--- src/rtl/fpu_pkg.sv ---
// Shared FPU dispatch definitions: opcodes, dispatcher state encoding, counter sizing.
// Latency: n/a (constants and types only).
// Backpressure: n/a.
package fpu_pkg;

    localparam logic [1:0] FPU_ADD  = 2'b00;
    localparam logic [1:0] FPU_SUB  = 2'b01;
    localparam logic [1:0] FPU_MUL  = 2'b10;
    localparam logic [1:0] FPU_SQRT = 2'b11;

    typedef enum logic [1:0] {
        ST_IDLE  = 2'd0,
        ST_ISSUE = 2'd1,
        ST_WAIT  = 2'd2,
        ST_RESP  = 2'd3
    } state_t;

    // Wide enough to hold TIMEOUT-1 with one bit of headroom.
    function automatic int wait_cnt_width(input int timeout);
        return $clog2(timeout) + 1;
    endfunction

endpackage

--- src/rtl/fpu_watchdog.sv ---
// WAIT-cycle counter for the dispatcher; flags when the FPU has used its full budget.
// Latency: expired is combinational from the count register; count advances one per WAIT cycle.
// Backpressure: none; cleared on ISSUE, saturates at TIMEOUT-1 instead of wrapping.
module fpu_watchdog
    import fpu_pkg::*;
#(
    parameter int TIMEOUT = 64
) (
    input  logic clk,
    input  logic reset,
    input  logic clear,
    input  logic count_en,
    output logic expired
);

    localparam int CNT_W = wait_cnt_width(TIMEOUT);
    localparam logic [CNT_W-1:0] LAST = CNT_W'(TIMEOUT - 1);

    logic [CNT_W-1:0] count;

    // Count WAIT cycles, holding at the last value rather than wrapping.
    always_ff @(posedge clk or posedge reset) begin
        if (reset) begin
            count <= '0;
        end else if (clear) begin
            count <= '0;
        end else if (count_en && (count != LAST)) begin
            count <= count + 1'b1;
        end
    end

    assign expired = (count == LAST);

endmodule

--- src/rtl/fixed_point_dispatcher.sv ---
// Single-outstanding dispatcher between a core and a fixed-point FPU (IDLE->ISSUE->WAIT->RESP).
// Latency: 3 cycles accept-to-resp_valid when the FPU is ready on the first WAIT cycle.
// Backpressure: req_ready only in IDLE; response held until resp_ready. FPU_TIMEOUT_EN adds WAIT abort.
module fixed_point_dispatcher
    import fpu_pkg::*;
#(
    parameter int WIDTH   = 32,
    parameter int TIMEOUT = 64
) (
    input  logic             clk,
    input  logic             reset,
    input  logic             req_valid,
    output logic             req_ready,
    input  logic [1:0]       req_operation,
    input  logic [WIDTH-1:0] req_operand_1,
    input  logic [WIDTH-1:0] req_operand_2,
    output logic             resp_valid,
    input  logic             resp_ready,
    output logic [WIDTH-1:0] resp_result,
    output logic             resp_error,
    output logic [WIDTH-1:0] fpu_operand_1,
    output logic [WIDTH-1:0] fpu_operand_2,
    output logic [1:0]       fpu_operation,
    output logic             fpu_start,
    input  logic [WIDTH-1:0] fpu_result,
    input  logic             fpu_ready
);

    // The watchdog compares against TIMEOUT-1, so a budget below two cycles is meaningless.
    if (TIMEOUT < 2) begin : g_bad_timeout
        $error("fixed_point_dispatcher: TIMEOUT must be at least 2");
    end

    state_t state;
    state_t state_next;
    logic   timeout_hit;

`ifdef FPU_TIMEOUT_EN
    fpu_watchdog #(
        .TIMEOUT (TIMEOUT)
    ) u_watchdog (
        .clk      (clk),
        .reset    (reset),
        .clear    (state == ST_ISSUE),
        .count_en (state == ST_WAIT),
        .expired  (timeout_hit)
    );

    // Error flag: cleared on a real result, set on a watchdog abort.
    always_ff @(posedge clk or posedge reset) begin
        if (reset) begin
            resp_error <= 1'b0;
        end else if (state == ST_WAIT) begin
            if (fpu_ready) begin
                resp_error <= 1'b0;
            end else if (timeout_hit) begin
                resp_error <= 1'b1;
            end
        end
    end
`else
    assign timeout_hit = 1'b0;
    assign resp_error  = 1'b0;
`endif

    // State register; async reset drops ISSUE so fpu_start falls without waiting for a clock.
    always_ff @(posedge clk or posedge reset) begin
        if (reset) begin
            state <= ST_IDLE;
        end else begin
            state <= state_next;
        end
    end

    // Next-state and handshake outputs, all decoded from the current state.
    always_comb begin
        state_next = state;
        req_ready  = 1'b0;
        fpu_start  = 1'b0;
        resp_valid = 1'b0;
        unique case (state)
            ST_IDLE: begin
                req_ready = 1'b1;
                if (req_valid) begin
                    state_next = ST_ISSUE;
                end
            end
            ST_ISSUE: begin
                fpu_start  = 1'b1;
                state_next = ST_WAIT;
            end
            ST_WAIT: begin
                // fpu_ready wins over the watchdog on the final budget cycle.
                if (fpu_ready || timeout_hit) begin
                    state_next = ST_RESP;
                end
            end
            ST_RESP: begin
                resp_valid = 1'b1;
                if (resp_ready) begin
                    state_next = ST_IDLE;
                end
            end
            default: state_next = ST_IDLE;
        endcase
    end

    // Request capture: operands stay on the FPU bus until the next accepted request.
    always_ff @(posedge clk or posedge reset) begin
        if (reset) begin
            fpu_operation <= FPU_ADD;
            fpu_operand_1 <= '0;
            fpu_operand_2 <= '0;
        end else if ((state == ST_IDLE) && req_valid) begin
            fpu_operation <= req_operation;
            fpu_operand_1 <= req_operand_1;
            fpu_operand_2 <= req_operand_2;
        end
    end

    // Result capture in WAIT only; an abort returns zero.
    always_ff @(posedge clk or posedge reset) begin
        if (reset) begin
            resp_result <= '0;
        end else if (state == ST_WAIT) begin
            if (fpu_ready) begin
                resp_result <= fpu_result;
            end else if (timeout_hit) begin
                resp_result <= '0;
            end
        end
    end

endmodule

--- config.mk ---
export PLATFORM = sky130hd
export DESIGN_NAME = fixed_point_dispatcher
export DESIGN_NICKNAME = d
export VERILOG_FILES = /design/src/rtl/fpu_pkg.sv /design/src/rtl/fpu_watchdog.sv /design/src/rtl/fixed_point_dispatcher.sv
export SDC_FILE = /design/constraint.sdc
export NUM_CORES = 1
export LEC_CHECK = 0
export ABC_AREA = 0
export BUFFER_PORTS_ARGS = -buffer_cell sky130_fd_sc_hd__buf_2
export CAP_MARGIN = 20
export CORE_ASPECT_RATIO = 0.7
export CORE_MARGIN = 2
export CORE_UTILIZATION = 40
export DETAILED_ROUTE_END_ITERATION = 6
export PLACE_DENSITY = 0.81
export SLEW_MARGIN = 20
export SYNTH_ARGS = -nofsm -noshare
export SYNTH_HDL_FRONTEND = slang
export SYNTH_SLANG_ARGS = --single-unit
export TNS_END_PERCENT = 1
--- constraint.sdc ---
create_clock -name clk -period 4.6 [get_ports clk]
set_clock_uncertainty 0.2 [all_clocks]
set_input_delay 0.23 -clock clk [delete_from_list [all_inputs] [get_ports clk]]
set_output_delay 0.23 -clock clk [all_outputs]
set_load 0.01 [all_outputs]
==> results of run 1 <==
-- cell families after synthesis --
kind of cell	Yosys count	share of synthesized area, %
buf+inv	17	2.368
other cells	1	0.09856
flops	100	65.77
compound gates	1	0.2631
fa+ha+maj	5	1.644
simple gates	3	0.2959
mux	100	29.56
-- sequential cells by signal, summed over array words and instances (netlist names) --
signal         count
fpu_operand_2     32
resp_result       32
fpu_operation      2
fpu_operand_1     32
state              2
-- critical path, stage by stage, from the launching register on --
cell	delay, ns
dfrtp_1	0.38
inv_1	0.10
ha_1	0.24
nand2_2	0.64
buf_4	0.48
mux2_2	0.41
-- where the power goes --
part | leakage [uW] | switching [uW] | internal (uW)
sequential | 0.00118 | 234 | 1340
clock | 0.000139 | 312 | 422
combinational | 0.00175 | 727 | 850
total | 0.00307 | 1270 | 2610
-- area by class of cell --
cell class | instances | area (um2) | share of cell area (%)
clock buffers | 10 | 229.0 | 3.681
multi-input cells | 110 | 1215 | 19.53
inverters | 6 | 25.02 | 0.4023
clock inverters | 6 | 63.81 | 1.026
flip-flops and latches | 100 | 2502 | 40.23
repair buffers | 305 | 2029 | 32.63
well taps | 124 | 155.1 | 2.494
-- per-layer routing --
| metal | up-vias | GRT usage (%) | share of wire (%) |
|---|---|---|---|
| met2 | 127 | 36.47 | 52 |
| met1 | 1483 | 23.41 | 40 |
| met5 | - | 0 | 0 |
| met3 | 14 | 5.585 | 6.6 |
| met4 | 0 | 6.342 | 1.5 |
| li1 | 1394 | - | - |
-- worst min path at each step --
stage	startpoint	to	slack (ns)
2_1_floorplan	fpu_result[29]	resp_result[29]	0.18
3_3_place_gp	reset	fpu_operand_1[6]	0.15
3_5_place_dp	reset	fpu_operand_1[6]	0.16
4_1_cts	req_valid	state[0]	0.11
5_1_grt	resp_ready	state[0]	0.14
6_report	req_valid	state[0]	0.13
-- synthesized netlist by cell type --
| master | count | area (um2) |
|---|---|---|
| mux2i_1 | 1 | 10.01 |
| nand2_1 | 2 | 7.510 |
| nor2_1 | 1 | 3.750 |
| mux2_1 | 1 | 11.26 |
| dfrtp_1 | 100 | 2502 |
| a222oi_1 | 1 | 10.01 |
| ha_1 | 5 | 62.56 |
| inv_1 | 6 | 22.52 |
| buf_2 | 6 | 30.03 |
| mux2_2 | 98 | 1104 |
| buf_4 | 5 | 37.54 |
| conb_1 | 1 | 3.750 |
-- metrics by stage --
stage,setup slack (ns),instances
after floorplan,1.551,227
after global placement,2.083,546
after detailed placement,1.998,546
after CTS,1.991,661
after global routing,1.853,661
final,2.005,661
==> out/summary.txt, run 1 <==
Count of final setup violators: 0
Critical path endpoint: fpu_operand_1[5]
Total power density per cell area: 623.8 nW/um2
Worst hold path depth: 4
Element type at the critical path start: flop
Kind of capture point of the worst setup path: flop
Iteration-0 DRC Markers: 100
Clock Pin Slew Worst Setup and Hold Paths: 0.07 ns
Worst-Margin Slew: 0.8781 ns
Ratio of final minimum period to clock period: 56.42%
Fillers: 634
Cell variety after synth: 12
Area of the mapped netlist: 3805 um2
Fraction of final layout cells sized beyond drive strength 1: 59.78%
First-pass GRT wire length: 16,140 um
Origin of the worst setup path: state[0]
Total routing usage reported by global routing: 20.16%
Worst-case register-to-register setup slack: 2.00 ns
WP data arrival: 2.60 ns
Vias after detailed routing: 3,018
Clk sink count: 100
Type of the setup path with the least slack: flop to flop
YS warnings: 0
Antenna diode count: 0
Final instance area: 6220 um2
H-tree levels: 3
Peak Freq: 385.3 MHz
I/O Buffers: 203
FF+latch count, synth: 100
Number of antenna violations at the first check in global routing: 0
Vias in the first global route: 3,268
# Post-CTS Setup Buffers: 0
Placeable core region: 9144 um2
Final core occ: 68.02%
R2r endpoint: fpu_operand_1[5]
Share of the yosys chip area belonging to registers: 65.77%
Maxcap violations: 0
Final critical delay including setup and external delays: 2.595 ns
Worst min-delay path category: primary input to flop
Source-to-sink clock delay at the later pin of the worst-skew pair: 0.33 ns
Starting density of the core: 41.61%
Root Buffer Master: clkbuf_16
Wire length per cell after detailed routing: 15.53 um
Number of cells upsized or downsized after cts: 0
Number of placement rows: 29
Overall power consumption: 3880 uW
CP max FO: 39
TritonCTS clock tree: built
Pins over their slew limit: 0
Relative slew slack: 41.25%
Number of cell instances on the worst register-to-register path: 5
Most frequent standard cell in the layout excluding fill and tap cells: buf_2
Die boundary height: 85.60 um
Number of buffers inserted during clock tree synthesis: 9
Layout-stage area growth over the synthesis result: 63.47%
Leakage component of the power: 0.003072 uW
Min Hold Slack: 0.1292 ns
Maximum number of pins on one net before global-route repair: 52
Mean area per synthesized cell: 16.76 um2
Post-DP Area: 4936 um2
Final routed wirelength across all metal layers: 10,270 um
Sum Neg Setup Slack: 0 ns
CP required: 4.61 ns
Remaining DRCs: 0
Number of hold buffers added after CTS: 99
Post-DR vias/cell: 4.566
Syn Nets: 335
Setup repair after global routing missed its margin: false
HPWL after DPL: 6209 um
Final Hold Vio Count: 0
Most frequent cells in the layout: buf_2 (203), dfrtp_1 (100), dlygate4sd3_1 (99), mux2_2 (98), clkbuf_16 (9)
Die Wd: 120.6 um
Number of primary I/O pins: 205
Pre-Repair DR Iteration Count: 4
DIE AREA: 10,320 um2
Syn Inst Count: 227
Total number of nets in the final design: 640
Placer congestion estimate: 0.7453
Antenna violation net count after detailed routing: 0
Max IR drop VDD: 0.0003946 V
Outcome: finished clean
Number of buffers on the longest clock path: 2
Total overflow reported by the global router: 0
R2R Path Start: state[0]
Power figures use the tool's default switching activity.
==> inputs of run 2 (changes only) <==
--- a/config.mk
+++ b/config.mk
@@ -12,7 +12,7 @@
 export CORE_MARGIN = 2
 export CORE_UTILIZATION = 40
 export DETAILED_ROUTE_END_ITERATION = 6
-export PLACE_DENSITY = 0.81
+export PLACE_DENSITY = 0.84
 export SLEW_MARGIN = 20
 export SYNTH_ARGS = -nofsm -noshare
 export SYNTH_HDL_FRONTEND = slang
==> constraint.sdc (replaced) <==
create_clock -name clk -period 2.3 [get_ports clk]
set_clock_uncertainty 0.2 [all_clocks]
set_input_delay 0.115 -clock clk [delete_from_list [all_inputs] [get_ports clk]]
set_output_delay 0.115 -clock clk [all_outputs]
set_load 0.01 [all_outputs]
==> run 2 against run 1 <==
Clock power is 100% higher; first-iteration DRC count is 5.0% higher; worst setup slack worse by 1.7 ns; largest cell class unchanged; via count is 0.46% lower; utilization is 0.48 points higher; combinational power is 100% higher; register-to-register slack worse by 1.7 ns; routed wire length is 0.88% higher; sequential share of layout area is 0.28 points lower; global-route usage is 0.47 points higher; sequential power is 100% higher.
==> out/summary.txt, run 2 (synthesis gave the netlist of run 1 again) <==
# Post-CTS Setup Buffers: 0 (unchanged)
DIE AREA: 10,320 um2 (unchanged)
Wire length per cell after detailed routing: 15.65 um (+0.72%)
Maxcap violations: 0 (unchanged)
Worst min-delay path category: primary input to flop
Iteration-0 DRC Markers: 105 (+5.0%)
Final critical delay including setup and external delays: 1.951 ns (-0.6444 ns)
Kind of capture point of the worst setup path: flop
Total routing usage reported by global routing: 20.63% (+0.47 points)
Pre-Repair DR Iteration Count: 4 (unchanged)
Max IR drop VDD: 0.0008165 V (+110%)
Peak Freq: 512.6 MHz (+33%)
Fillers: 635 (+0.16%)
Final core occ: 68.50% (+0.48 points)
TritonCTS clock tree: built
Number of primary I/O pins: 205 (unchanged)
Antenna diode count: 0 (unchanged)
CP max FO: 4 (-90%)
WP data arrival: 1.96 ns (-0.64 ns)
Setup repair after global routing missed its margin: false
Most frequent standard cell in the layout excluding fill and tap cells: buf_2
Number of antenna violations at the first check in global routing: 0 (unchanged)
Ratio of final minimum period to clock period: 84.82% (+28 points)
I/O Buffers: 203 (unchanged)
Sum Neg Setup Slack: 0 ns (unchanged)
Total overflow reported by the global router: 0 (unchanged)
Leakage component of the power: 0.003089 uW (+0.53%)
Pins over their slew limit: 0 (unchanged)
HPWL after DPL: 6227 um (+0.28%)
First-pass GRT wire length: 16,340 um (+1.2%)
Final Hold Vio Count: 0 (unchanged)
Vias in the first global route: 3,303 (+1.1%)
Worst-Margin Slew: 0.5601 ns (-0.3180 ns)
Count of final setup violators: 0 (unchanged)
Outcome: finished clean
Placeable core region: 9144 um2 (unchanged)
Source-to-sink clock delay at the later pin of the worst-skew pair: 0.33 ns (about the same)
Number of placement rows: 29 (unchanged)
Final routed wirelength across all metal layers: 10,360 um (+0.88%)
Die boundary height: 85.60 um (unchanged)
Die Wd: 120.6 um (unchanged)
Root Buffer Master: clkbuf_16
Type of the setup path with the least slack: flop to flop
Crit path max-delay cell type: a222oi_1
Relative slew slack: 62.66% (+21 points)
Starting density of the core: 41.61% (unchanged)
Placer congestion estimate: 0.7009 (-6.0%)
Buffering stage count on the worst path with inverters included: 1 (-1)
Registers with the most flip-flops: fpu_operand_1 x32, fpu_operand_2 x32, resp_result x32
Element type at the critical path start: flop
Layout-stage area growth over the synthesis result: 64.62%
CP required: 2.31 ns (-2.30 ns)
H-tree levels: 3 (unchanged)
Delay of the slowest cell on the worst path: 0.53 ns (-0.11 ns)
Most frequent cells in the layout: buf_2 (203), dfrtp_1 (100), dlygate4sd3_1 (99), mux2_2 (98), clkbuf_16 (9)
Post-DR vias/cell: 4.538 (-0.61%)
Number of buffers on the longest clock path: 2 (unchanged)
Fraction of final layout cells sized beyond drive strength 1: 60.04% (+0.26 points)
Maximum number of pins on one net before global-route repair: 101 (+94%)
Remaining DRCs: 0 (unchanged)
Number of buffers inserted during clock tree synthesis: 9 (unchanged)
Antenna violation net count after detailed routing: 0 (unchanged)
Largest delay contributor family on the critical path: compound AO/OA/AOI/OAI gates
Clock Pin Slew Worst Setup and Hold Paths: 0.07 ns (about the same)
Vias after detailed routing: 3,004 (-0.46%)
Critical path, cell by cell: inv_1 > ha_1 > a222oi_1 > mux2_1
Cell total after placement: 547 (+0.18%)
Clk sink count: 100 (unchanged)
Number of standard cells in the layout, taps in and fillers out: 662 (+0.15%)
Total number of nets in the final design: 641 (+0.16%)
Total power density per cell area: 1249 nW/um2 (+100%)
==> run 2: changes by cell type in the layout (fill, tap and decap cells not counted) <==
cell	before	now
buf_12	0	2
buf_4	3	2
clkbuf_1	1	0
clkbuf_8	0	1
clkinv_4	0	1
clkinvlp_4	2	3
inv_4	1	0
inv_6	1	0
==> run 2: through the flow <==
stage / setup slack, ns / power, uW / hold WS [ns] / cell area, um2
after floorplan: 0.4959 / 4869 / 0.06545 / 3809
after global placement: 0.4761 / 6018 / 0.09665 / 4970
after detailed placement: 0.3775 / 6175 / 0.1189 / 4970
after CTS: 0.3643 / 7832 / 0.003658 / 6264
after global routing: 0.2962 / 8294 / 0.02946 / 6264
final: 0.3490 / 7826 / 0.02389 / 6264
==> run 2: layer usage <==
layer	GRT usage [%]	vias up	wire length, um
li1	-	1397	-
met1	21.85	1469	3934
met2	39.03	124	5587
met3	6.516	14	693
met4	6.765	0	142
met5	0	-	0
==> run 2: repair_timing <==
item,in CTS,in global routing
endpoints found under the setup margin,0,0
hold endpoints to repair,198,0
gates resized for setup,0,0
hold buffers,99,0
==> run 2: path summary, 6_finish.rpt <==
kind,slack [ns],depth (start not counted),start,endpoint
max,0.35,4,state[0],state[1]
min,0.02,4,resp_ready,state[0]
max reg2reg,0.35,4,state[0],state[1]
min reg2reg,0.30,1,fpu_operand_1[29],fpu_operand_1[29]
max in group asynchronous,1.18,4,reset,fpu_operand_1[25]
min in group asynchronous,0.25,4,reset,resp_result[7]
==> run 2: worst min-delay path: cells and delay by family <==
kind                   cells  cell delay [ns]
multiplexers               1             0.14
buffers and inverters      2             0.14
AO/OA/AOI/OAI              1             0.12
==> run 2: cell type report <==
type | count | area (um2) | share of cell area [%]
sequential | 100 | 2502 | 39.95
tap | 124 | 155.1 | 2.477
timing repair buffer | 306 | 2062 | 32.92
clock buffer | 10 | 239.0 | 3.815
inverter | 6 | 26.28 | 0.4195
multi-input combinational | 110 | 1215 | 19.40
clock inverter | 6 | 63.81 | 1.019
==> run 2: report_power, final <==
group	internal, uW	switching (uW)	total (uW)
Clock	870	631	1500
Sequential	2670	466	3140
Combinational	1710	1470	3190
==> inputs of run 3 (changes only) <==
--- a/config.mk
+++ b/config.mk
@@ -5,14 +5,14 @@
 export SDC_FILE = /design/constraint.sdc
 export NUM_CORES = 1
 export LEC_CHECK = 0
-export ABC_AREA = 0
+export ABC_AREA = 1
 export BUFFER_PORTS_ARGS = -buffer_cell sky130_fd_sc_hd__buf_2
 export CAP_MARGIN = 20
 export CORE_ASPECT_RATIO = 0.7
 export CORE_MARGIN = 2
 export CORE_UTILIZATION = 40
 export DETAILED_ROUTE_END_ITERATION = 6
-export PLACE_DENSITY = 0.84
+export PLACE_DENSITY = 0.8
 export SLEW_MARGIN = 20
 export SYNTH_ARGS = -nofsm -noshare
 export SYNTH_HDL_FRONTEND = slang
==> constraint.sdc (replaced) <==
create_clock -name clk -period 1.8 [get_ports clk]
set_clock_uncertainty 0.2 [all_clocks]
set_input_delay 0.09 -clock clk [delete_from_list [all_inputs] [get_ports clk]]
set_output_delay 0.09 -clock clk [all_outputs]
set_load 0.01 [all_outputs]
==> run 3 against run 2 <==
Area after synthesis rose by 6.5%; global-route usage is 4.5 points higher; clock power up 30%; routed wire length up 34%; register-to-register slack worse by 0.19 ns; highest routed layer unchanged; via count up 45%; synthesized cell count is 100% higher; die area grew 6.2%; worst setup slack got worse by 0.24 ns; utilization is 1.4 points lower; count of clock-buffer cells in the layout stayed put.
==> out/summary.txt, run 3 <==
Outcome: finished clean
Max IR drop VDD: 0.0008509 V (+4.2%)
Total overflow reported by the global router: 0 (unchanged)
Share of the yosys chip area belonging to registers: 61.75% (-4.0 points)
Type of the setup path with the least slack: flop to primary output
Number of primary I/O pins: 205 (unchanged)
Sequential share of power: 38.1% (-2.0 points)
DIE AREA: 10,970 um2 (+6.2%)
Die Wd: 124.3 um (+3.1%)
Element type at the critical path start: flop
Mean area per synthesized cell: 8.927 um2 (-47%)
Area leader, netlist: dfrtp_1
Syn Inst Count: 454 (+100%)
Final Hold Vio Count: 0 (unchanged)
Maximum number of pins on one net before global-route repair: 101 (unchanged)
Number of antenna violations at the first check in global routing: 0 (unchanged)
Clock Pin Slew Worst Setup and Hold Paths: 0.07 ns (about the same)
Layout-stage area growth over the synthesis result: 61.69%
R2R Path Start: state[0]
Total routing usage reported by global routing: 25.15% (+4.5 points)
Final routed wirelength across all metal layers: 13,860 um (+34%)
Worst-case register-to-register setup slack: 0.16 ns (-0.19 ns)
Most numerous cell in the Yosys netlist: nand2_1
Vias in the first global route: 4,425 (+34%)
Antenna violation net count after detailed routing: 0 (unchanged)
Number of buffers inserted during clock tree synthesis: 9 (unchanged)
Placeable core region: 9759 um2 (+6.7%)
Antenna diode count: 0 (unchanged)
Clk sink count: 100 (unchanged)
Count of final setup violators: 0 (unchanged)
Remaining DRCs: 0 (unchanged)
Post-DR vias/cell: 4.957 (+9.2%)
First-pass GRT wire length: 22,000 um (+35%)
R2r endpoint: resp_result[1]
Area share of the leading cell type in the synthesized netlist: 61.75% (-4.0 points)
Cell variety after synth: 10 (-2)
FF+latch count, synth: 100 (unchanged)
Worst-Margin Slew: 0.5279 ns (-0.03217 ns)
Total number of nets in the final design: 855 (+33%)
Starting density of the core: 41.53% (-0.086 points)
Source-to-sink clock delay at the later pin of the worst-skew pair: 0.33 ns (about the same)
Maxcap violations: 0 (unchanged)
Total power density per cell area: 1567 nW/um2 (+25%)
Kind of capture point of the worst setup path: primary output
Worst min-delay path category: primary input to asynchronous set/reset pin
Iteration-0 DRC Markers: 326 (+210%)
Number of buffers on the longest clock path: 2 (unchanged)
WP data arrival: 1.40 ns (-0.56 ns)
Relative contribution of the clock network to total power: 19.0% (-0.2 points)
CP required: 1.51 ns (-0.80 ns)
H-tree levels: 3 (unchanged)
Pre-Repair DR Iteration Count: 5 (+1)
Area of the mapped netlist: 4053 um2 (+6.5%)
Final critical delay including setup and external delays: 1.695 ns
Number of standard cells in the layout, taps in and fillers out: 880 (+33%)
Most frequent cells in the layout: nand2_1 (205), buf_2 (203), dlygate4sd3_1 (102), dfrtp_1 (100), nand3_1 (99)
Sum Neg Setup Slack: 0 ns (unchanged)
Root Buffer Master: clkbuf_16
Switching power summed over all nets: 4070 uW (+58%)
HPWL after DPL: 7312 um (+17%)
I/O Buffers: 203 (unchanged)
Switching Share: 39.63% (+6.8 points)
TritonCTS clock tree: built
Die boundary height: 88.22 um (+3.1%)
Leakage component of the power: 0.003684 uW (+19%)
Top flip-flop cell by instance count after synthesis: dfrtp_1
Relative slew slack: 64.81% (+2.1 points)
YS warnings: 0 (unchanged)
Ratio of final minimum period to clock period: 94.14%
Vias after detailed routing: 4,362 (+45%)
Fraction of final layout cells sized beyond drive strength 1: 30.98% (-29 points)
Final core occ: 67.14% (-1.4 points)
CP max FO: 17 (+13)
Number of enable-type register cells in the synthesized netlist: 0 (unchanged)
Wire length per cell after detailed routing: 15.75 um (+0.65%)
Synth async-reset ratio: 100.0% (unchanged)
Registers with the most flip-flops: fpu_operand_1 x32, fpu_operand_2 x32, resp_result x32
Cell total after placement: 760 (+39%)
Peak Freq: 590.1 MHz
Number of cell instances on the worst register-to-register path: 5 (+1)
Pins over their slew limit: 0 (unchanged)
Cell types with the highest counts after synthesis: nand2_1 (206), dfrtp_1 (100), nand3_1 (99)
Number of placement rows: 30 (+3.4%)
Syn Nets: 562 (+68%)
Placer congestion estimate: 0.8423 (+20%)
Setup repair after global routing missed its margin: false
Internal power component: 6201 uW (+18%)
Most frequent standard cell in the layout excluding fill and tap cells: nand2_1
Combinational Power Share: 42.9% (+2.2 points)
Area contributors post-synth: dfrtp_1 (62%), nand2_1 (19%), nand3_1 (12%)
==> run 3: cell types whose count changed after synthesis, sizes merged, moves of 8 or more <==
| cell | previous run | this run |
|---|---|---|
| nand2 | 2 | 206 |
| nand3 | 0 | 99 |
| mux2 | 99 | 0 |
| clkbuf | 0 | 8 |
| buf | 11 | 25 |
==> run 3: metal layers <==
metal	track usage (%)	part of all wire, %
met5	0	0
met1	31.09	40
met2	43.12	49
met3	6.590	8.7
met4	10.32	2.3
==> run 3: critical path: stages (launching register included) <==
cell and delay (ns):
dfrtp_1 0.42, inv_2 0.12, ha_4 0.21, buf_12 0.17, buf_2 0.14
==> run 3: cells by family after synthesis <==
group / after synthesis / synth area share [%]
AND/OR/NAND/NOR: 307 / 31.61
flip-flops: 100 / 61.75
buffers and inverters: 41 / 5.002
adder cells (fa/ha/maj): 5 / 1.544
other: 1 / 0.09253
==> run 3: through the flow <==
step / setup slack, ns / hold WS [ns] / total power (uW) / cell area, um2
floorplan: 0.2091 / 0.02269 / 6119 / 4056
global placement: 0.3163 / 0.08407 / 7594 / 5162
detailed placement: 0.2106 / 0.09092 / 7763 / 5162
CTS: 0.002258 / 0.2651 / 10070 / 6528
global route: 0.03422 / 0.2863 / 10970 / 6553
finish: 0.1054 / 0.2571 / 10270 / 6553
==> run 3: final cells by class <==
type | instances | area [um2]
multi-input cells | 313 | 1363
flip-flops and latches | 100 | 2502
clock buffers | 10 | 229.0
inverters | 8 | 33.78
repair buffers | 315 | 2192
fillers | 687 | 3207
clock inverters | 6 | 72.57
well taps | 128 | 160.2
==> run 3: how the worst max path moves through the flow <==
stage,startpoint,endpoint,cells past startpoint
2_1_floorplan,state[0],fpu_operand_2[1],7
3_3_place_gp,state[1],req_ready,4
3_5_place_dp,state[0],resp_result[8],5
4_1_cts,state[0],req_ready,4
5_1_grt,state[0],req_ready,4
6_report,state[0],req_ready,4
==> run 3: timing repair <==
item | CTS | global route
setup endpoints to repair | 1 | 2
gates cloned | 1 | 1
hold endpoints to repair | 200 | 0
hold buffers | 102 | 0
gates resized for setup | 1 | 2
setup buffers | 0 | 0
==> run 3: power by group through the flow <==
stage                     registers, uW  clock network, uW  logic, uW
after CTS                          3870               1990       4210
after global routing               4020               2080       4860
after global placement             3850                  0       3740
after detailed placement           3880                  0       3890
after floorplan                    4360                  0       1760
final                              3920               1950       4410
